===== config.mk =====
export PLATFORM = sky130hd
export DESIGN_NAME = instr_fetch_queue_flat
export DESIGN_NICKNAME = d
export VERILOG_FILES = /design/src/rtl/instr_fetch_queue_if.sv /design/src/rtl/instr_fetch_queue.sv /design/src/flat_wrapper.sv
export SDC_FILE = /design/constraint.sdc
export NUM_CORES = 1
export LEC_CHECK = 0
export BUFFER_PORTS_ARGS = -buffer_cell sky130_fd_sc_hd__buf_2
export CORE_MARGIN = 2
export CORE_UTILIZATION = 53
export CTS_CLUSTER_SIZE = 16
export DETAILED_ROUTE_END_ITERATION = 8
export GPL_TIMING_DRIVEN = 0
export HOLD_SLACK_MARGIN = 0.12
export PLACE_DENSITY = 0.86
export SKIP_LAST_GASP = 1
export SLEW_MARGIN = 20
export SYNTH_ARGS = -nofsm -noshare
export SYNTH_HDL_FRONTEND = slang
export SYNTH_SLANG_ARGS = --single-unit
export TNS_END_PERCENT = 30

===== constraint.sdc =====
create_clock -name clk -period 2.2 [get_ports clk]
set_clock_uncertainty 0.05 [all_clocks]
set_input_delay 0.44 -clock clk [delete_from_list [all_inputs] [get_ports clk]]
set_output_delay 0.44 -clock clk [all_outputs]
set_load 0.02 [all_outputs]

===== src/rtl/instr_fetch_queue_if.sv =====
// Fetch-side bus bundle: instruction memory request/response, redirect input
// and the decode-facing head-of-queue outputs.
interface instr_fetch_queue_if;

    logic        imem_req;
    logic [31:0] imem_addr;
    logic        imem_gnt;
    logic        imem_rvalid;
    logic [31:0] imem_rdata;
    logic        redirect;
    logic [31:0] redirect_pc;
    logic        id_ready;
    logic        id_valid;
    logic [31:0] id_instr;
    logic [31:0] id_pc;
    logic [5:0]  opcode;
    logic [5:0]  func;

    modport master (
        output imem_req, imem_addr, id_valid, id_instr, id_pc, opcode, func,
        input  imem_gnt, imem_rvalid, imem_rdata, redirect, redirect_pc, id_ready
    );

    modport slave (
        input  imem_req, imem_addr, id_valid, id_instr, id_pc, opcode, func,
        output imem_gnt, imem_rvalid, imem_rdata, redirect, redirect_pc, id_ready
    );

endinterface


===== src/rtl/instr_fetch_queue.sv =====
// Instruction fetch unit: one outstanding memory request, a 2-entry
// instruction queue toward decode, and redirect with stale-response discard.
module instr_fetch_queue #(
    parameter logic [31:0] RESET_PC = 32'h0000_0000,
    parameter int          DEPTH    = 2
) (
    input  logic                clk,
    input  logic                rst_n,
    instr_fetch_queue_if.master bus
);

    localparam int               CNT_W    = $clog2(DEPTH + 1);
    localparam logic [CNT_W-1:0] CNT_ZERO = CNT_W'(0);
    localparam logic [CNT_W-1:0] CNT_ONE  = CNT_W'(1);
    localparam logic [CNT_W-1:0] CNT_FULL = CNT_W'(DEPTH);

    typedef enum logic [1:0] {
        IDLE    = 2'd0,
        REQ     = 2'd1,
        WAIT    = 2'd2,
        DISCARD = 2'd3
    } state_t;

    state_t           state_r;
    state_t           state_nx_s;
    logic [31:0]      pc_r;
    logic [31:0]      pc_nx_s;
    logic [31:0]      fetch_pc_r;
    logic [CNT_W-1:0] count_r;
    logic [CNT_W-1:0] count_nx_s;
    logic [31:0]      q0_instr_r;
    logic [31:0]      q0_pc_r;
    logic [31:0]      q1_instr_r;
    logic [31:0]      q1_pc_r;
    logic [31:0]      q0_instr_nx_s;
    logic [31:0]      q0_pc_nx_s;
    logic [31:0]      q1_instr_nx_s;
    logic [31:0]      q1_pc_nx_s;
    logic             imem_req_r;
    logic             imem_req_nx_s;
    logic             id_valid_r;
    logic             accept_s;
    logic             push_s;
    logic             flush_s;
    logic             pop_s;

    function automatic logic [31:0] pc_step(input logic [31:0] pc);
        return pc + 32'd4;
    endfunction

    // FSM state register
    always_ff @(posedge clk) begin
        if (!rst_n) begin
            state_r <= IDLE;
        end else begin
            state_r <= state_nx_s;
        end
    end

    // FSM next-state decode
    always_comb begin
        state_nx_s = state_r;
        case (state_r)
            IDLE: begin
                state_nx_s = REQ;
            end
            REQ: begin
                // A granted request with a same-cycle redirect still owes a response
                if (bus.redirect) begin
                    state_nx_s = accept_s ? DISCARD : REQ;
                end else if (accept_s) begin
                    state_nx_s = WAIT;
                end else begin
                    state_nx_s = REQ;
                end
            end
            WAIT: begin
                if (bus.imem_rvalid) begin
                    state_nx_s = REQ;
                end else if (bus.redirect) begin
                    state_nx_s = DISCARD;
                end else begin
                    state_nx_s = WAIT;
                end
            end
            DISCARD: begin
                if (bus.imem_rvalid) begin
                    state_nx_s = REQ;
                end else begin
                    state_nx_s = DISCARD;
                end
            end
            default: begin
                state_nx_s = IDLE;
            end
        endcase
    end

    // FSM output decode: handshake qualifiers per state
    always_comb begin
        accept_s = 1'b0;
        push_s   = 1'b0;
        flush_s  = 1'b0;
        case (state_r)
            IDLE: begin
                accept_s = 1'b0;
                push_s   = 1'b0;
                flush_s  = 1'b0;
            end
            REQ: begin
                accept_s = imem_req_r & bus.imem_gnt;
                flush_s  = bus.redirect;
            end
            WAIT: begin
                push_s  = bus.imem_rvalid & ~bus.redirect;
                flush_s = bus.redirect;
            end
            DISCARD: begin
                flush_s = bus.redirect;
            end
            default: begin
                accept_s = 1'b0;
                push_s   = 1'b0;
                flush_s  = 1'b0;
            end
        endcase
    end

    // Fetch PC and decode pop qualification
    always_comb begin
        pop_s = id_valid_r & bus.id_ready & ~flush_s;
        if (flush_s) begin
            pc_nx_s = bus.redirect_pc;
        end else if (accept_s) begin
            pc_nx_s = pc_step(pc_r);
        end else begin
            pc_nx_s = pc_r;
        end
    end

    // Queue update: the head always lives in slot 0 and vacant slots read as zero
    always_comb begin
        q0_instr_nx_s = q0_instr_r;
        q0_pc_nx_s    = q0_pc_r;
        q1_instr_nx_s = q1_instr_r;
        q1_pc_nx_s    = q1_pc_r;
        count_nx_s    = count_r;
        if (flush_s) begin
            q0_instr_nx_s = 32'h0;
            q0_pc_nx_s    = 32'h0;
            q1_instr_nx_s = 32'h0;
            q1_pc_nx_s    = 32'h0;
            count_nx_s    = CNT_ZERO;
        end else if (push_s && pop_s) begin
            if (count_r == CNT_ONE) begin
                q0_instr_nx_s = bus.imem_rdata;
                q0_pc_nx_s    = fetch_pc_r;
            end else begin
                q0_instr_nx_s = q1_instr_r;
                q0_pc_nx_s    = q1_pc_r;
                q1_instr_nx_s = bus.imem_rdata;
                q1_pc_nx_s    = fetch_pc_r;
            end
        end else if (push_s) begin
            if (count_r == CNT_ZERO) begin
                q0_instr_nx_s = bus.imem_rdata;
                q0_pc_nx_s    = fetch_pc_r;
                count_nx_s    = CNT_ONE;
            end else if (count_r == CNT_ONE) begin
                q1_instr_nx_s = bus.imem_rdata;
                q1_pc_nx_s    = fetch_pc_r;
                count_nx_s    = CNT_FULL;
            end else begin
                count_nx_s = count_r;
            end
        end else if (pop_s) begin
            q0_instr_nx_s = q1_instr_r;
            q0_pc_nx_s    = q1_pc_r;
            q1_instr_nx_s = 32'h0;
            q1_pc_nx_s    = 32'h0;
            count_nx_s    = count_r - CNT_ONE;
        end else begin
            count_nx_s = count_r;
        end
        imem_req_nx_s = (state_nx_s == REQ) && (count_nx_s < CNT_FULL);
    end

    // Datapath registers; the request strobe is precomputed from next state
    always_ff @(posedge clk) begin
        if (!rst_n) begin
            pc_r       <= RESET_PC;
            fetch_pc_r <= 32'h0;
            count_r    <= CNT_ZERO;
            q0_instr_r <= 32'h0;
            q0_pc_r    <= 32'h0;
            q1_instr_r <= 32'h0;
            q1_pc_r    <= 32'h0;
            imem_req_r <= 1'b0;
            id_valid_r <= 1'b0;
        end else begin
            pc_r <= pc_nx_s;
            if (accept_s) begin
                fetch_pc_r <= pc_r;
            end
            count_r    <= count_nx_s;
            q0_instr_r <= q0_instr_nx_s;
            q0_pc_r    <= q0_pc_nx_s;
            q1_instr_r <= q1_instr_nx_s;
            q1_pc_r    <= q1_pc_nx_s;
            imem_req_r <= imem_req_nx_s;
            id_valid_r <= (count_nx_s != CNT_ZERO);
        end
    end

    assign bus.imem_req  = imem_req_r;
    assign bus.imem_addr = pc_r;
    assign bus.id_valid  = id_valid_r;
    assign bus.id_instr  = q0_instr_r;
    assign bus.id_pc     = q0_pc_r;
    assign bus.opcode    = q0_instr_r[31:26];
    assign bus.func      = q0_instr_r[5:0];

endmodule


===== src/flat_wrapper.sv =====
// flat-port wrapper written by rule: the top's interface ports become plain ports
module instr_fetch_queue_flat 
#(
    parameter logic [31:0] RESET_PC = 32'h0000_0000,
    parameter int          DEPTH    = 2
)
  (clk, rst_n, bus_imem_req, bus_imem_addr, bus_id_valid, bus_id_instr, bus_id_pc, bus_opcode, bus_func, bus_imem_gnt, bus_imem_rvalid, bus_imem_rdata, bus_redirect, bus_redirect_pc, bus_id_ready);
  instr_fetch_queue_if bus_i ();
  input  logic clk;
  input  logic rst_n;
  output wire logic [$bits(bus_i.imem_req)-1:0] bus_imem_req;
  output wire logic [$bits(bus_i.imem_addr)-1:0] bus_imem_addr;
  output wire logic [$bits(bus_i.id_valid)-1:0] bus_id_valid;
  output wire logic [$bits(bus_i.id_instr)-1:0] bus_id_instr;
  output wire logic [$bits(bus_i.id_pc)-1:0] bus_id_pc;
  output wire logic [$bits(bus_i.opcode)-1:0] bus_opcode;
  output wire logic [$bits(bus_i.func)-1:0] bus_func;
  input wire logic [$bits(bus_i.imem_gnt)-1:0] bus_imem_gnt;
  input wire logic [$bits(bus_i.imem_rvalid)-1:0] bus_imem_rvalid;
  input wire logic [$bits(bus_i.imem_rdata)-1:0] bus_imem_rdata;
  input wire logic [$bits(bus_i.redirect)-1:0] bus_redirect;
  input wire logic [$bits(bus_i.redirect_pc)-1:0] bus_redirect_pc;
  input wire logic [$bits(bus_i.id_ready)-1:0] bus_id_ready;
  assign bus_imem_req = bus_i.imem_req;
  assign bus_imem_addr = bus_i.imem_addr;
  assign bus_id_valid = bus_i.id_valid;
  assign bus_id_instr = bus_i.id_instr;
  assign bus_id_pc = bus_i.id_pc;
  assign bus_opcode = bus_i.opcode;
  assign bus_func = bus_i.func;
  assign bus_i.imem_gnt = bus_imem_gnt;
  assign bus_i.imem_rvalid = bus_imem_rvalid;
  assign bus_i.imem_rdata = bus_imem_rdata;
  assign bus_i.redirect = bus_redirect;
  assign bus_i.redirect_pc = bus_redirect_pc;
  assign bus_i.id_ready = bus_id_ready;
  instr_fetch_queue #(.RESET_PC(RESET_PC), .DEPTH(DEPTH)) u_core (.clk(clk), .rst_n(rst_n), .bus(bus_i));
endmodule

==> results of run 1 <==
registers in the layout, summed over array words and instances, names as in the netlist:
signal                count
u_core.bus.id_instr      32
u_core.bus.id_pc         32
u_core.bus.id_valid       1
u_core.bus.imem_addr     32
u_core.bus.imem_req       1
u_core.count_r            2
u_core.fetch_pc_r        32
u_core.q1_instr_r        32
u_core.q1_pc_r           32
u_core.state_r            2
cells in the final DEF (no fill, tap or decap), drive strengths merged, types with 3 or more instances in the layout:
master	netlist	final
a31oi	66	66
xnor2	20	20
a22o	64	64
inv	4	8
nor2	15	15
nand3	12	12
nand4	10	10
nor3	9	9
clkinv	0	6
o221ai	51	51
nand2	223	223
clkbuf	57	77
buf	31	210
and2	4	4
ha	4	4
xor2	8	8
dfxtp	198	198
o21ai	41	41
a21oi	25	25
a21boi	35	35
o211a	3	3
and4	3	3
nor4	8	8
timing repair:
item                                    in CTS  in global routing
resized for setup                            6                 27
endpoints found under the setup margin     126                126
setup buffers                                2                  0
pin swaps                                    1                  0
where the power goes:
part	switching, W	internal [W]	leakage [nW]
sequential	0.0000991	0.00365	1.60
clock	0.00140	0.00163	0.282
combinational	0.000335	0.000197	1.98
total	0.00183	0.00548	3.87
cell families (layout without fill, tap and decap cells):
family	count (synthesis)	count (layout)	synth area share [%]
muxes	1	1	0.1230
AOI/OAI and AO/OA	294	294	26.07
DFF	198	198	48.70
xor gates and xnor gates	28	28	3.013
adders and majority gates	4	4	0.6149
buffers and inverters	92	304	5.119
and+or+nand+nor	296	296	16.36
critical path, delay by kind of cell, from the launching register on:
family / cells / cell delay (ns)
AOI/OAI and AO/OA: 1 / 0.19
DFF: 1 / 0.30
buffers and inverters: 2 / 0.60
and+or+nand+nor: 3 / 0.93
per-layer routing:
metal	global-route usage, %	part of all wire [%]	vias to the layer above
met4	11.57	2.5	0
met3	4.800	8.3	43
li1	-	-	3715
met2	42.78	46	354
met1	36.03	43	3611
met5	0	0	-
cell type report:
class,count,area [um^2],area share [%]
tap,188,235.2,2.376
buffer,88,422.9,4.271
multi-input combinational,623,3785,38.23
clock buffer,19,452.9,4.575
clock inverter,13,120.1,1.213
timing repair buffer,180,905.9,9.149
inverter,4,15.01,0.1516
sequential,198,3964,40.04
through the flow:
step | instance area (um^2) | total power, W | hold WS, ns | worst slack (ns) | std cells
after floorplan | 8139 | 0.004111 | 0.3921 | 0.1899 | 913
after global placement | 9265 | 0.004333 | 0.4049 | -0.2801 | 1279
after detailed placement | 9265 | 0.004347 | 0.4049 | -0.3239 | 1279
after CTS | 9866 | 0.007318 | 0.1780 | -0.09403 | 1313
after global routing | 9901 | 0.007528 | 0.1989 | -0.08856 | 1313
final | 9901 | 0.007316 | 0.1925 | 0.05531 | 1313
worst paths after layout:
path | start | to | slack, ns | cells past startpoint
setup / recovery | u_core.state_r[0] | u_core.bus.id_pc[21] | 0.06 | 6
hold / removal | bus_redirect_pc[29] | u_core.bus.imem_addr[29] | 0.19 | 3
setup reg to reg | u_core.state_r[0] | u_core.bus.id_pc[21] | 0.06 | 6
hold reg to reg | u_core.q1_pc_r[31] | u_core.bus.id_pc[31] | 0.42 | 2
==> run metrics, run 1 <==
status finished clean; slowest CP cell nor2_1; post-route minimum period 2.145 ns; Synth Cell Area 8139 um^2; fmax between 0.4 and 0.5 GHz; Post-route DRC 0; Tcrit/Tclk final 97.49%; Die Area 16,360 um^2; ys async rst share 0%; RSZ-0062 raised after global routing true; CP endpoint kind flip-flop; Max stage delay on crit path 0.49 ns; Peak VDD IR 0.6368 mV; PwrDens 739.0 nW/um^2; Avg Vias per Cell between 5 and 6; most common cell in the netlist nand2_1; class of the worst hold path input pin to flip-flop; GPL Wtd Cong 0.8616; Max Cap Viol 0; Critical Path, Cell by Cell buf_2 > nand4bb_1 > nor2_1 > clkbuf_1 > nand2_1 > a31oi_1; hold-fix buffers at CTS 0; Die Span Y 127.9 um; Initial DRC Count a little under 600; WL/cell about 17 um; sequential share of the synthesized area 48.70%; CTS buffer count 17; GR Overflow Total 0; post-route setup TNS 0 ns; first-pass GRT wire length 35,160 um; Synth cell types 48; First-pass DRT Iterations 5; fin util 65.61%; Yosys top cell area share just under 50%; required time worst endpoint 2.51 ns; Global Route Usage Sum between 20% and 30%; H-tree depth 4; fin. max-slew vios 0; largest net degree at the start of global routing 18; Die Wd 127.9 um; Critical Path Start Type flip-flop; Mapped Cells 913; Worst slew margin between 60% and 70%; Final ANT Viol Nets 0; Starting Density a little over half; Worst Tran Pin Value approximately 0.6 ns; syn_nets around 1,000; clock latency on the worst-skew pair 0.44 ns; EDFF count, synth 0; Final setup viols 0; P&R area growth vs syn 21.64%; Core ar. 15,090 um^2; endpoints failing hold 0; top cells by count, synth 223 x nand2_1, 198 x dfxtp_1, 66 x a31oi_1; LEAKAGE 3.867 nW; post-DP HPWL about 16,000 um; Filler Cell Count around 1,200; row count 45; Port Buf Inserts 178; post-synth top area cell dfxtp_1; initial antenna violation count 0; Post-Route WL 22,150 um; I/O Pins 180; clock sink total 198; vias in the first global route 7,057; worst path arrival time 2.45 ns; Post-synth top flop dfxtp_1; final net count 1,186; Mean Syn Cell Area around 8.9 um^2; synth warn 0; CP Max Fanout 10; clk slew on worst S/H paths 0.07 ns; Synth area leaders dfxtp_1 49%, nand2_1 10%, a22o_1 6.9%; CTS root buf clkbuf_16; clock tree buffer depth 2; TritonCTS clock tree yes; layout cell share with drive strength beyond 1 24.27%; flops & latches, synth about 200; vias post-DR between 7,000 and 8,000; antenna cell count 0; WS Path Type flip-flop to flip-flop
Note: power is estimated with default switching activity, not from simulation.
==> run 2, diff against run 1 <==
- ABC_AREA: default -> 1
- PLACE_DENSITY: 0.86 -> 0.83
==> run 2 against run 1 <==
Effect of this change:
- die area up 40%
- power up 2.8%
- non-clock buffer count is 49 higher
- sequential share of layout area shrank 10 points
- cell count is 79% higher
- utilization is 2.5 points lower
- highest routed layer unchanged
- synthesized cell count increased by 100%
- critical path depth up 1
- wire length is 66% higher
- sequential cell count unchanged
- largest power group unchanged
- largest cell class is now multi-input gates
==> run metrics, run 2 <==
syn_nets 1,937; Post-Place Setup Slack -0.1854 ns; Critical Path Start Type flip-flop; Mapped Cells 1,863; Final setup viols 0; GPL Wtd Cong slightly below 1; Peak VDD IR 0.5413 mV; clock sink total 198; slowest CP cell buf_2; clock tree buffer depth 2; First-pass DRT Iterations 7; Port Buf Inserts roughly 180; layout cell share with drive strength beyond 1 about 16%; clock latency on the worst-skew pair 0.45 ns; sequential share of the synthesized area about a third; setup slack after layout ~0.034 ns; Max stage delay on crit path around 0.37 ns; most frequent cells in the layout 392 x nand2_1, 259 x nor2_1, 234 x inv_1; Starting Density 54.49%; Die Area 22,940 um^2; Die Span Y 151.5 um; hold-fix buffers at CTS 0; Int Pwr 0.005465 W; clk slew on worst S/H paths 0.07 ns; Switching Fraction 27.35%; Max Cap Viol 0; hold slack final approximately 0.20 ns; Worst slew margin 57.09%; post-DP HPWL ~27,000 um; commonest non-fill, non-tap cell in the layout nand2_1; PwrDens around 560 nW/um^2; Initial DRC Count roughly 1,500; worst path arrival time 2.48 ns; fmax ~0.46 GHz; RSZ-0062 raised after global routing true; Switch Pwr 0.002058 W; Tcrit/Tclk final between 90 and 100%; Synth cell types 38; post-route setup TNS 0 ns; initial antenna violation count 0; first-pass GRT wire length 58,380 um; Cell Area, Placed 12,770 um^2; post-route minimum period approximately 2.2 ns; CTS buffer count 17; CTS root buf clkbuf_16; flops & latches, synth 198; status finished clean; row count 53; Filler Cell Count ~2,000; I/O Pins 180; vias post-DR 13,160; WL/cell approximately 16 um; CP Max Fanout 10; Post-synth top flop dfxtp_1; Core ar. about 21,000 um^2; TritonCTS clock tree yes; required time worst endpoint 2.52 ns; WS Path Type flip-flop to flip-flop; CP most frequent cell inv_2; LEAKAGE 6.239 nW; Yosys top cell area share 34.39%; Critical Path, Cell by Cell o21ai_4 > inv_2 > nor2_2 > buf_2 > inv_2 > clkbuf_1 > a21oi_1; Post-route DRC 0; most common cell in the netlist nand2_1; sequential share of power about half; Worst Tran Pin Value approximately 0.64 ns; Avg Vias per Cell about 5.6; synth warn 0; P&R area growth vs syn 15.77%; Logic pwr share between 10% and 20%; Die Wd 151.5 um; Synth Cell Area 11,530 um^2; Mean Syn Cell Area just over 6 um^2; class of the worst hold path input pin to flip-flop; antenna cell count 0; top cells by count, synth 392 x nand2_1, 261 x nor2_1, 234 x inv_1; post-synth top area cell dfxtp_1; vias in the first global route 12,090; EDFF count, synth 0; largest net degree at the start of global routing 17; final net count 2,135; Setup Buffers After CTS 0; Post-Route WL between 30,000 and 40,000 um; fin. max-slew vios 0; Synth area leaders dfxtp_1 34%, nand2_1 13%, nor2_1 8.5%; endpoints failing hold 0; ys async rst share 0%; Final ANT Viol Nets 0; CP endpoint kind flip-flop; H-tree depth 4; Global Route Usage Sum a little under a third; Clk pwr share 39.4%; GR Overflow Total 0; post-route cell area around 13,000 um^2
[run 2: layout make-up]
cell class	instances	area, um^2	share of cell area (%)
multi-input combinational	1284	5964	44.70
sequential	198	3966	29.72
inverter	243	912.1	6.835
timing repair buffer	179	895.9	6.714
buffer	138	715.7	5.363
clock buffer	21	470.5	3.526
tap	275	344.1	2.579
clock inverter	10	75.07	0.5626
[run 2: worst paths after layout]
check                                           start                       to  slack, ns  cells past startpoint
worst min register to register  u_core.q1_instr_r[16]    u_core.q1_instr_r[16]       0.42                      2
worst max register to register      u_core.state_r[1]    u_core.q1_instr_r[29]       0.03                      7
worst max-delay path                u_core.state_r[1]    u_core.q1_instr_r[29]       0.03                      7
worst min-delay path               bus_redirect_pc[1]  u_core.bus.imem_addr[1]       0.20                      3
[run 2: per-layer routing]
metal	vias up	part of all wire (%)	GRT usage, %
met4	0	4.0	16.45
met3	126	9.8	6.707
li1	6330	-	-
met2	719	46	52.13
met1	5987	40	39.72
met5	-	0	0
[run 2: per-stage QoR]
step / std cells / util, % / total power (W)
after global routing: 2348 / 63.08 / 0.007749
after CTS: 2348 / 62.94 / 0.007520
after global placement: 2317 / 60.35 / 0.004600
after floorplan: 1863 / - / 0.004290
after detailed placement: 2317 / 60.35 / 0.004617
final: 2348 / 63.08 / 0.007522
[run 2: repair_timing]
action,CTS,global route
pin swaps,0,0
endpoints found under the setup margin,43,126
gates resized for setup,2,23
[run 2: critical path: cells and delay by family, from the launching register on]
family / cells / cell delay, ns
buffers and inverters: 4 / 0.94
AO/OA/AOI/OAI: 2 / 0.45
AND/OR/NAND/NOR: 1 / 0.29
flip-flops: 1 / 0.36
[run 2: power by group through the flow]
| stage | clock network, W | registers (W) | logic, W |
|---|---|---|---|
| floorplan | 0 | 0.00389 | 0.000403 |
| global placement | 0 | 0.00385 | 0.000753 |
| CTS | 0.00298 | 0.00377 | 0.000772 |
| global route | 0.00311 | 0.00378 | 0.000863 |
| finish | 0.00296 | 0.00377 | 0.000788 |
| detailed placement | 0 | 0.00385 | 0.000768 |
[run 2: logic make-up after synthesis]
kind of cell,Yosys count,synth area share (%)
AOI/OAI and AO/OA,431,20.47
and+or+nand+nor,845,30.41
DFF,198,34.39
xor gates and xnor gates,4,0.3040
buffers and inverters,381,13.99
adders and majority gates,4,0.4342
==> run 3, diff against run 2 <==
- CORE_ASPECT_RATIO: default -> 1.5
- SLEW_MARGIN: 20 -> default
==> run 3 against run 2 <==
Effect of this change:
- highest routed layer unchanged
- sequential cell count unchanged
- via count is 0.39% higher
- utilization shrank 0.66 points
- largest cell class unchanged
- power grew 4.3%
==> run metrics, run 3 (synthesis results as in run 2) <==
Cell Area, Placed roughly 13,000 um^2; row count 66; most frequent cells in the layout 392 x nand2_1, 260 x nor2_1, 234 x inv_1; area of the multi-input gates ~6000 um^2; CTS buffer count 17; Die Wd 124.4 um; Final setup viols 0; sequential share of power roughly 48%; H-tree depth 4; Tcrit/Tclk final 99.77%; P&R area growth vs syn 16.73%; TritonCTS clock tree yes; required time worst endpoint 2.50 ns; clock sink total roughly 200; Worst Tran Pin Value approximately 0.76 ns; flop-to-flop setup slack between 0.005 and 0.006 ns; GPL Wtd Cong roughly 0.97; Starting Density 53.48%; clk slew on worst S/H paths 0.07 ns; Final ANT Viol Nets 0; WL/cell 16.50 um; CTS root buf clkbuf_16; initial antenna violation count 0; RSZ-0062 raised after global routing true; Die Span Y 184.6 um; slowest CP cell clkbuf_1; LEAKAGE 6.281 nW; I/O Pins 180; Max stage delay on crit path 0.59 ns; Reg area around 4000 um^2; First-pass DRT Iterations 7; worst path arrival time 2.49 ns; WS Path Type flip-flop to flip-flop; Worst slew margin 49.01%; commonest non-fill, non-tap cell in the layout nand2_1; Post-route DRC 0; Die Area 22,970 um^2; final net count 2,140; Peak VDD IR around 0.53 mV; largest net degree at the start of global routing 17; clock tree buffer depth 2; layout cell share with drive strength beyond 1 between 10% and 20%; hold slack final approximately 0.19 ns; antenna cell count 0; Core ar. 21,550 um^2; Int Pwr 0.005811 W; Critical Path Start Type flip-flop; Clk pwr share between 40% and 50%; Logic pwr share 10.0%; status finished clean; endpoints failing hold 0; clock latency on the worst-skew pair 0.45 ns; Avg Vias per Cell 5.620; post-DP HPWL around 29,000 um; Post-Route WL slightly below 40,000 um; Switch Pwr 0.002038 W; Global Route Usage Sum 32.97%; post-route cell area 13,450 um^2; class of the worst hold path input pin to flip-flop; vias in the first global route 12,310; Filler Cell Count 2,085; hold-fix buffers at CTS 0; fmax 0.4556 GHz; Port Buf Inserts between 150 and 200; Switching Fraction 25.96%; Max Cap Viol 0; post-route minimum period between 2 and 2.5 ns; CP Max Fanout 10; PwrDens between 500 and 600 nW/um^2; vias post-DR 13,210; Critical Path, Cell by Cell nor2_2 > nand3_2 > buf_6 > clkbuf_1 > nor3_1 > a21oi_1 > nand3_1 > nand2_1 > inv_1; GR Overflow Total 0; Initial DRC Count approximately 1,300; CP endpoint kind flip-flop; fin. max-slew vios 0; first-pass GRT wire length 61,350 um
==> run 3: cell types whose count changed in the layout (fill, tap and decap cells not counted), moves of 2 or more <==
cell / previous run / this run
buf_1: 4 / 6
buf_4: 25 / 27
bufinv_16: 0 / 3
clkbuf_1: 54 / 57
clkbuf_2: 10 / 8
clkinv_2: 3 / 1
clkinv_4: 5 / 1
==> run 3: path summary, 6_finish.rpt <==
kind,from,end,depth (start not counted)
max reg2reg,u_core.state_r[0],u_core.bus.id_pc[31],9
max,u_core.state_r[0],u_core.bus.id_pc[31],9
min,bus_redirect_pc[0],u_core.bus.imem_addr[0],3
min reg2reg,u_core.q1_instr_r[24],u_core.q1_instr_r[24],2
==> run 3: final cells by class <==
type / instances / area share (%)
Timing Repair Buffer: 183 / 6.975
Multi-Input combinational cell: 1285 / 44.40
Inverter: 243 / 6.779
Buffer: 138 / 5.357
Tap cell: 272 / 2.530
Sequential cell: 198 / 29.47
Clock inverter: 7 / 0.8835
Clock buffer: 25 / 3.608
==> run 3: through the flow <==
| stage | instances | worst slack (ns) | TNS (ns) | util, % | power (W) |
|---|---|---|---|---|---|
| floorplan | 1863 | 0.3251 | 0 | - | 0.004290 |
| global placement | 2314 | -0.2032 | -3.407 | 59.21 | 0.004604 |
| detailed placement | 2314 | -0.2650 | -5.178 | 59.21 | 0.004617 |
| CTS | 2346 | -0.09801 | -0.5807 | 62.06 | 0.007845 |
| global route | 2351 | -0.06358 | -0.4499 | 62.42 | 0.008085 |
| finish | 2351 | 0.005135 | 0 | 62.42 | 0.007849 |
==> run 3: per-layer routing <==
metal | global-route usage (%) | wire length [um] | part of all wire [%]
met5 | 0 | 0 | 0
met4 | 22.74 | 2854 | 7.4
met3 | 5.631 | 3226 | 8.3
met2 | 59.65 | 19030 | 49
met1 | 34.79 | 13670 | 35
==> run 3: power groups by stage <==
| stage | registers (W) | logic (W) | clock network, W |
|---|---|---|---|
| 2_1_floorplan | 0.00389 | 0.000403 | 0 |
| 3_3_place_gp | 0.00385 | 0.000757 | 0 |
| 3_5_place_dp | 0.00385 | 0.000768 | 0 |
| 4_1_cts | 0.00377 | 0.000773 | 0.00330 |
| 5_1_grt | 0.00378 | 0.000861 | 0.00344 |
| 6_report | 0.00377 | 0.000787 | 0.00329 |
==> run 3: what timing repair did <==
action / in CTS / in global routing
buffers inserted: 0 / 4
gates resized for setup: 4 / 21
cloned: 0 / 1
hold endpoints to repair: 0 / 0
pin swaps: 0 / 2
setup endpoints to repair: 78 / 105
==> run 3: worst max-delay path, delay by kind of cell, from the launching register on <==
family	cells	cell delay, ns
buf+inv	3	0.79
simple gates	5	0.60
flops	1	0.42
compound gates	1	0.22
